## src/rtl/dcf77_frame_decoder.sv

```systemverilog
// DCF77 minute-telegram decoder: collects the classified second bits, validates
// markers, parities and BCD ranges, and latches time/date on each minute mark.
package dcf77_pkg;
  typedef logic [3:0] bcd_t;
  typedef enum logic {HUNT = 1'b0, COLLECT = 1'b1} state_t;
endpackage

module dcf77_frame_decoder
  import dcf77_pkg::*;
(
  input  logic       clk,
  input  logic       reset,
  input  logic       bit_strobe,
  input  logic       bit_value,
  input  logic       minute_mark,
  output bcd_t [1:0] year,
  output bcd_t [1:0] month,
  output bcd_t [1:0] day,
  output bcd_t [1:0] hour,
  output bcd_t [1:0] minute,
  output bcd_t [1:0] second,
  output logic [2:0] day_of_week,
  output logic       valid,
  output logic       error,
  output logic       frame_ok
);

  localparam logic [5:0] FRAME_BITS = 6'd59;

  state_t      state, state_next;
  logic [5:0]  bit_count;
  logic [5:0]  store_idx;
  logic        start_bit;
  logic [58:20] time_bits;

  logic        store_bit, check_frame, overflow, sec_tick;

  bcd_t [1:0]  min_d, hour_d, day_d, month_d, year_d;
  logic [2:0]  dow_d;
  logic        parity_ok, digits_ok, range_ok, frame_good;

  // Candidate fields straight from the telegram bits; tens digits zero-extended.
  assign min_d   = {{1'b0, time_bits[27:25]}, time_bits[24:21]};
  assign hour_d  = {{2'b0, time_bits[34:33]}, time_bits[32:29]};
  assign day_d   = {{2'b0, time_bits[41:40]}, time_bits[39:36]};
  assign dow_d   = time_bits[44:42];
  assign month_d = {{3'b0, time_bits[49]}, time_bits[48:45]};
  assign year_d  = {time_bits[57:54], time_bits[53:50]};

  function automatic logic digit_ok(input bcd_t d);
    return d <= 4'd9;
  endfunction

  assign parity_ok = ~(^time_bits[28:21]) & ~(^time_bits[35:29]) & ~(^time_bits[58:36]);

  assign digits_ok = digit_ok(min_d[1])   & digit_ok(min_d[0])   &
                     digit_ok(hour_d[1])  & digit_ok(hour_d[0])  &
                     digit_ok(day_d[1])   & digit_ok(day_d[0])   &
                     digit_ok(month_d[1]) & digit_ok(month_d[0]) &
                     digit_ok(year_d[1])  & digit_ok(year_d[0]);

  assign range_ok = (min_d[1] <= 4'd5) &
                    ((hour_d[1] < 4'd2) | ((hour_d[1] == 4'd2) & (hour_d[0] <= 4'd3))) &
                    (day_d != 8'h00) &
                    ((day_d[1] < 4'd3) | ((day_d[1] == 4'd3) & (day_d[0] <= 4'd1))) &
                    (dow_d != 3'd0) &
                    (((month_d[1] == 4'd0) & (month_d[0] != 4'd0)) |
                     ((month_d[1] == 4'd1) & (month_d[0] <= 4'd2)));

  assign frame_good = (bit_count == FRAME_BITS) & ~start_bit & time_bits[20] &
                      parity_ok & digits_ok & range_ok;

  // A coincident strobe always lands as bit 0 of the frame the mark opens.
  assign store_idx = minute_mark ? 6'd0 : bit_count;

  always_ff @(posedge clk or posedge reset) begin
    if (reset) state <= HUNT;
    // NOTE: sequential state uses <= so every register samples pre-edge values.
    else       state <= state_next;
  end

  always_comb begin
    // NOTE: every output of this block is defaulted first so no latch is inferred.
    state_next  = state;
    store_bit   = 1'b0;
    check_frame = 1'b0;
    overflow    = 1'b0;
    sec_tick    = 1'b0;
    if (minute_mark) begin
      state_next  = COLLECT;
      check_frame = (state == COLLECT);
      store_bit   = bit_strobe;
    end else if (bit_strobe && state == COLLECT) begin
      sec_tick = (bit_count != 6'd0);
      if (bit_count < FRAME_BITS) begin
        store_bit = 1'b1;
      end else begin
        overflow   = 1'b1;
        state_next = HUNT;
      end
    end
  end

  // NOTE: telegram bits carry no reset; bit_count must reach 59 before they are read.
  // Bits 1-19 (civil warning, call bit, DST flags) are not checked, so not stored.
  always_ff @(posedge clk) begin
    if (store_bit) begin
      if (store_idx == 6'd0)       start_bit            <= bit_value;
      else if (store_idx >= 6'd20) time_bits[store_idx] <= bit_value;
    end
  end

  always_ff @(posedge clk or posedge reset) begin
    if (reset) begin
      bit_count   <= '0;
      second      <= '0;
      year        <= '0;
      month       <= '0;
      day         <= '0;
      hour        <= '0;
      minute      <= '0;
      day_of_week <= '0;
      valid       <= 1'b0;
      error       <= 1'b0;
      frame_ok    <= 1'b0;
    end else begin
      frame_ok <= 1'b0;

      if (store_bit)        bit_count <= store_idx + 6'd1;
      else if (minute_mark) bit_count <= '0;

      if (minute_mark) begin
        second <= '0;
      end else if (sec_tick && second != 8'h59) begin
        if (second[0] == 4'd9) second <= {second[1] + 4'd1, 4'd0};
        else                   second[0] <= second[0] + 4'd1;
      end

      if (check_frame) begin
        if (frame_good) begin
          year        <= year_d;
          month       <= month_d;
          day         <= day_d;
          hour        <= hour_d;
          minute      <= min_d;
          day_of_week <= dow_d;
          valid       <= 1'b1;
          error       <= 1'b0;
          frame_ok    <= 1'b1;
        end else begin
          error <= 1'b1;
        end
      end else if (overflow) begin
        error <= 1'b1;
      end
    end
  end

endmodule

```

## config.mk

```make
export PLATFORM = sky130hd
export DESIGN_NAME = dcf77_frame_decoder
export DESIGN_NICKNAME = d
export VERILOG_FILES = /design/src/rtl/dcf77_frame_decoder.sv
export SDC_FILE = /design/constraint.sdc
export NUM_CORES = 1
export LEC_CHECK = 0
export BUFFER_PORTS_ARGS = -buffer_cell sky130_fd_sc_hd__buf_2
export CORE_MARGIN = 2
export CORE_UTILIZATION = 45
export CTS_BUF_LIST = sky130_fd_sc_hd__clkbuf_4
export DETAILED_ROUTE_END_ITERATION = 8
export SLEW_MARGIN = 20
export SYNTH_ARGS = -nofsm -noshare
export SYNTH_HDL_FRONTEND = slang
export SYNTH_SLANG_ARGS = --single-unit
```

## constraint.sdc

```tcl
create_clock -name clk -period 5.45 [get_ports clk]
set_clock_uncertainty 0.2 [all_clocks]
set_input_delay 0.545 -clock clk [delete_from_list [all_inputs] [get_ports clk]]
set_output_delay 0.545 -clock clk [all_outputs]
set_load 0.05 [all_outputs]
```

==> results.tsv <==
metric	value	unit
outcome	complete, no violations	
overflow	0	
yosysWarnings	0	
start_kind	flip-flop	
cts_buffer_depth	2	
hold_viol	0	
swShare	24.9	%
drc	0	
initial_core_util	46.2	%
critPathMostFrequentCell	xnor2_1	
period_needed	3.30	ns
drt_first_pass_iters	4	
die_h	107	um
p_seq_share	63.0	%
yosys-top-cells-area	dfrtp_1 28%, edfxtp_1 25%, ha_1 9.2%	
use_met1	22.4	%
rsz0062_at_grt	no	
clock-sinks	93	
ys_async_sr_fraction	57.0	%
die-area	11400	um^2
grt_util_met2	26.8	%
ys_types	44	
nFillCells	943	
antenna_cells	0	
cp_max_fo	37	
layoutNonFillerInstCount	590	
die_w	107	um
cts_tree	built	
portBuffers	50	
ant_nets	0	
grt_max_degree	54	
max_freq	303	MHz
arrival	3.44	ns
seq_area_frac_synth	53.3	%
grt_pass1_vias	2967	
fin_nets	489	
grt_pass1_wl	14500	um
cp_cell_sequence	inv_1 -> ha_1 -> xnor2_1 -> xnor2_1 -> xnor2_1 -> xnor2_1 -> nand4_4 -> mux2_4	
setup_violations	0	
synth-edff-count	40	
core_area	10300	um^2
max_cap_violations	0	
slowest_delay	0.76	ns
reg2reg_slack	2.15	ns
place_hpwl	6330	um
p_sw	0.294	mW
leakagePower	2.47	nW
comb_power_share	5.3	%
routedWlPerCell	15.0	um
busiest_layer	met2	
use_met3	3.04	%
yosysTopAreaCell	dfrtp_1	
row_count	37	
clkLatencyLatePin	0.44	ns
intPower	0.887	mW
synth_top_cell_area_share	28.0	%
synth_ff_type	dfrtp_1	
slew_headroom	41.4	%
vias_per_cell	4.98	
ios	59	
crit_slowest_cell	nand4_4	
finalWirelength	8840	um
postSynthCellCount	396	
syn-cell-area	4740	um^2
peakVddDrop	0.000110	V
tightest_slew	0.878	ns
ys_ff_latch	93	
drtIter0Drc	116	
maxSlewViolCount	0	
htreeDepth	3	
synth_most_common_cell	nor2_1	
num_vias	2939	
antenna_found_initial	0	
area_growth_syn_to_layout	10.0	%
cts_inserted_buffers	9	
min_path_type	in -> reg	
cts-root-buf	clkbuf_4	
p_clk_share	31.7	%
cts.clk_slew.worst_paths	0.15	ns
fin_tns_setup	0	ns
end_kind	flip-flop	
power_density	226	nW/um^2
drive_gt1_share	22.2	%
dp_cells	573	
gp_congestion	0.821	
critPathKind	reg -> reg	
cts_resized	0	
fin_crit_sh	60.5	%
syn_avg_cell_area	12.0	um^2
utilization	50.8	%
crit_required	5.59	ns
grt_usage	16.6	%
synthTopCellsByCount	58 x nor2_1, 53 x dfrtp_1, 40 x edfxtp_1	
==> per-stage QoR <==
stage | hold WS (ns) | instance area, um^2 | total power [mW] | worst slack [ns]
3_3_place_gp | 0.249 | 5070 | 0.819 | 2.16
2_1_floorplan | 0.284 | 4770 | 0.808 | 2.96
3_5_place_dp | 0.252 | 5080 | 0.821 | 2.10
4_1_cts | 0.209 | 5220 | 1.19 | 2.08
5_1_grt | 0.221 | 5220 | 1.22 | 1.91
6_report | 0.217 | 5220 | 1.18 | 2.15
==> state kept, by name (all words and copies together), names as in the netlist, 3 cells and up <==
register and count:
second 8, minute 7, hour 6, month 5, time_bits 39, bit_count 6
day 6, year 8, day_of_week 3
==> cell type report <==
class	instances	area, um^2	area share, %
sequential	93	2530	48.4
multi-input combinational	262	2010	38.4
timing repair buffer	51	260	4.99
tap	136	170	3.26
inverter	32	123	2.35
clock buffer	9	67.6	1.29
clock inverter	7	66.3	1.27
==> worst max-delay path: cells and delay by family, from the launching register on <==
kind / cells / cell delay (ns)
AND/OR/NAND/NOR: 1 / 0.76
XOR/XNOR: 4 / 0.83
adder cells (fa/ha/maj): 1 / 0.31
flip-flops: 1 / 0.44
multiplexers: 1 / 0.56
buffers and inverters: 1 / 0.08
==> power by group through the flow <==
stage,Clock [mW],Combinational [mW],Sequential [mW]
CTS,0.382,0.0634,0.744
finish,0.374,0.0622,0.745
global placement,0,0.0611,0.758
detailed placement,0,0.0627,0.759
floorplan,0,0.0461,0.762
global route,0.405,0.0703,0.746
==> worst paths after layout <==
kind	cells after the start	startpoint	end
setup / recovery	8	time_bits[36]$_DFFE_PP_	year[6]$_DFFE_PP0P_
hold reg to reg	1	valid$_DFFE_PP0P_	valid$_DFFE_PP0P_
min in group asynchronous	3	reset	year[5]$_DFFE_PP0P_
setup reg to reg	8	time_bits[36]$_DFFE_PP_	year[6]$_DFFE_PP0P_
hold / removal	3	bit_strobe	error$_DFFE_PP0P_
max in group asynchronous	3	reset	day_of_week[0]$_DFFE_PP0P_
==> cell families (layout without fill, tap and decap cells) <==
family | after synthesis | after routing | share of synthesized area, %
AND/OR/NAND/NOR | 125 | 125 | 12.5
flip-flops | 93 | 93 | 53.3
buffers and inverters | 48 | 99 | 5.01
multiplexers | 36 | 36 | 10.7
adder cells (fa/ha/maj) | 35 | 35 | 9.23
AO/OA/AOI/OAI | 30 | 30 | 4.04
XOR/XNOR | 28 | 28 | 5.17
other | 1 | 8 | 0.0790
==> what timing repair did <==
item                       4_1_cts  5_1_grt
buffers inserted                 0        0
hold buffers                     1        0
setup endpoints to repair        0        0
hold endpoints to repair        17        0
==> layout by cell type, fill, tap and decap left out, drive strengths merged, types with 2 or more instances in the layout <==
cell	count
nor3	4
a21oi	8
dfrtp	53
inv	32
conb	8
nand3b	4
nor2b	9
nand2b	3
o21ai	9
clkinv	5
nor3b	2
nand3	9
clkbuf	9
nand4	6
ha	35
o211ai	2
nor2	58
nand2	24
xor2	8
edfxtp	40
xnor2	20
or3	2
mux2	35
buf	50
==> metal layers <==
| layer | vias to the layer above | share of wire, % |
|---|---|---|
| met2 | 66 | 48 |
| met4 | 0 | 1.5 |
| met5 | - | 0 |
| met1 | 1431 | 46 |
| li1 | 1430 | - |
| met3 | 12 | 4.0 |
Power figures use the tool's default switching activity.
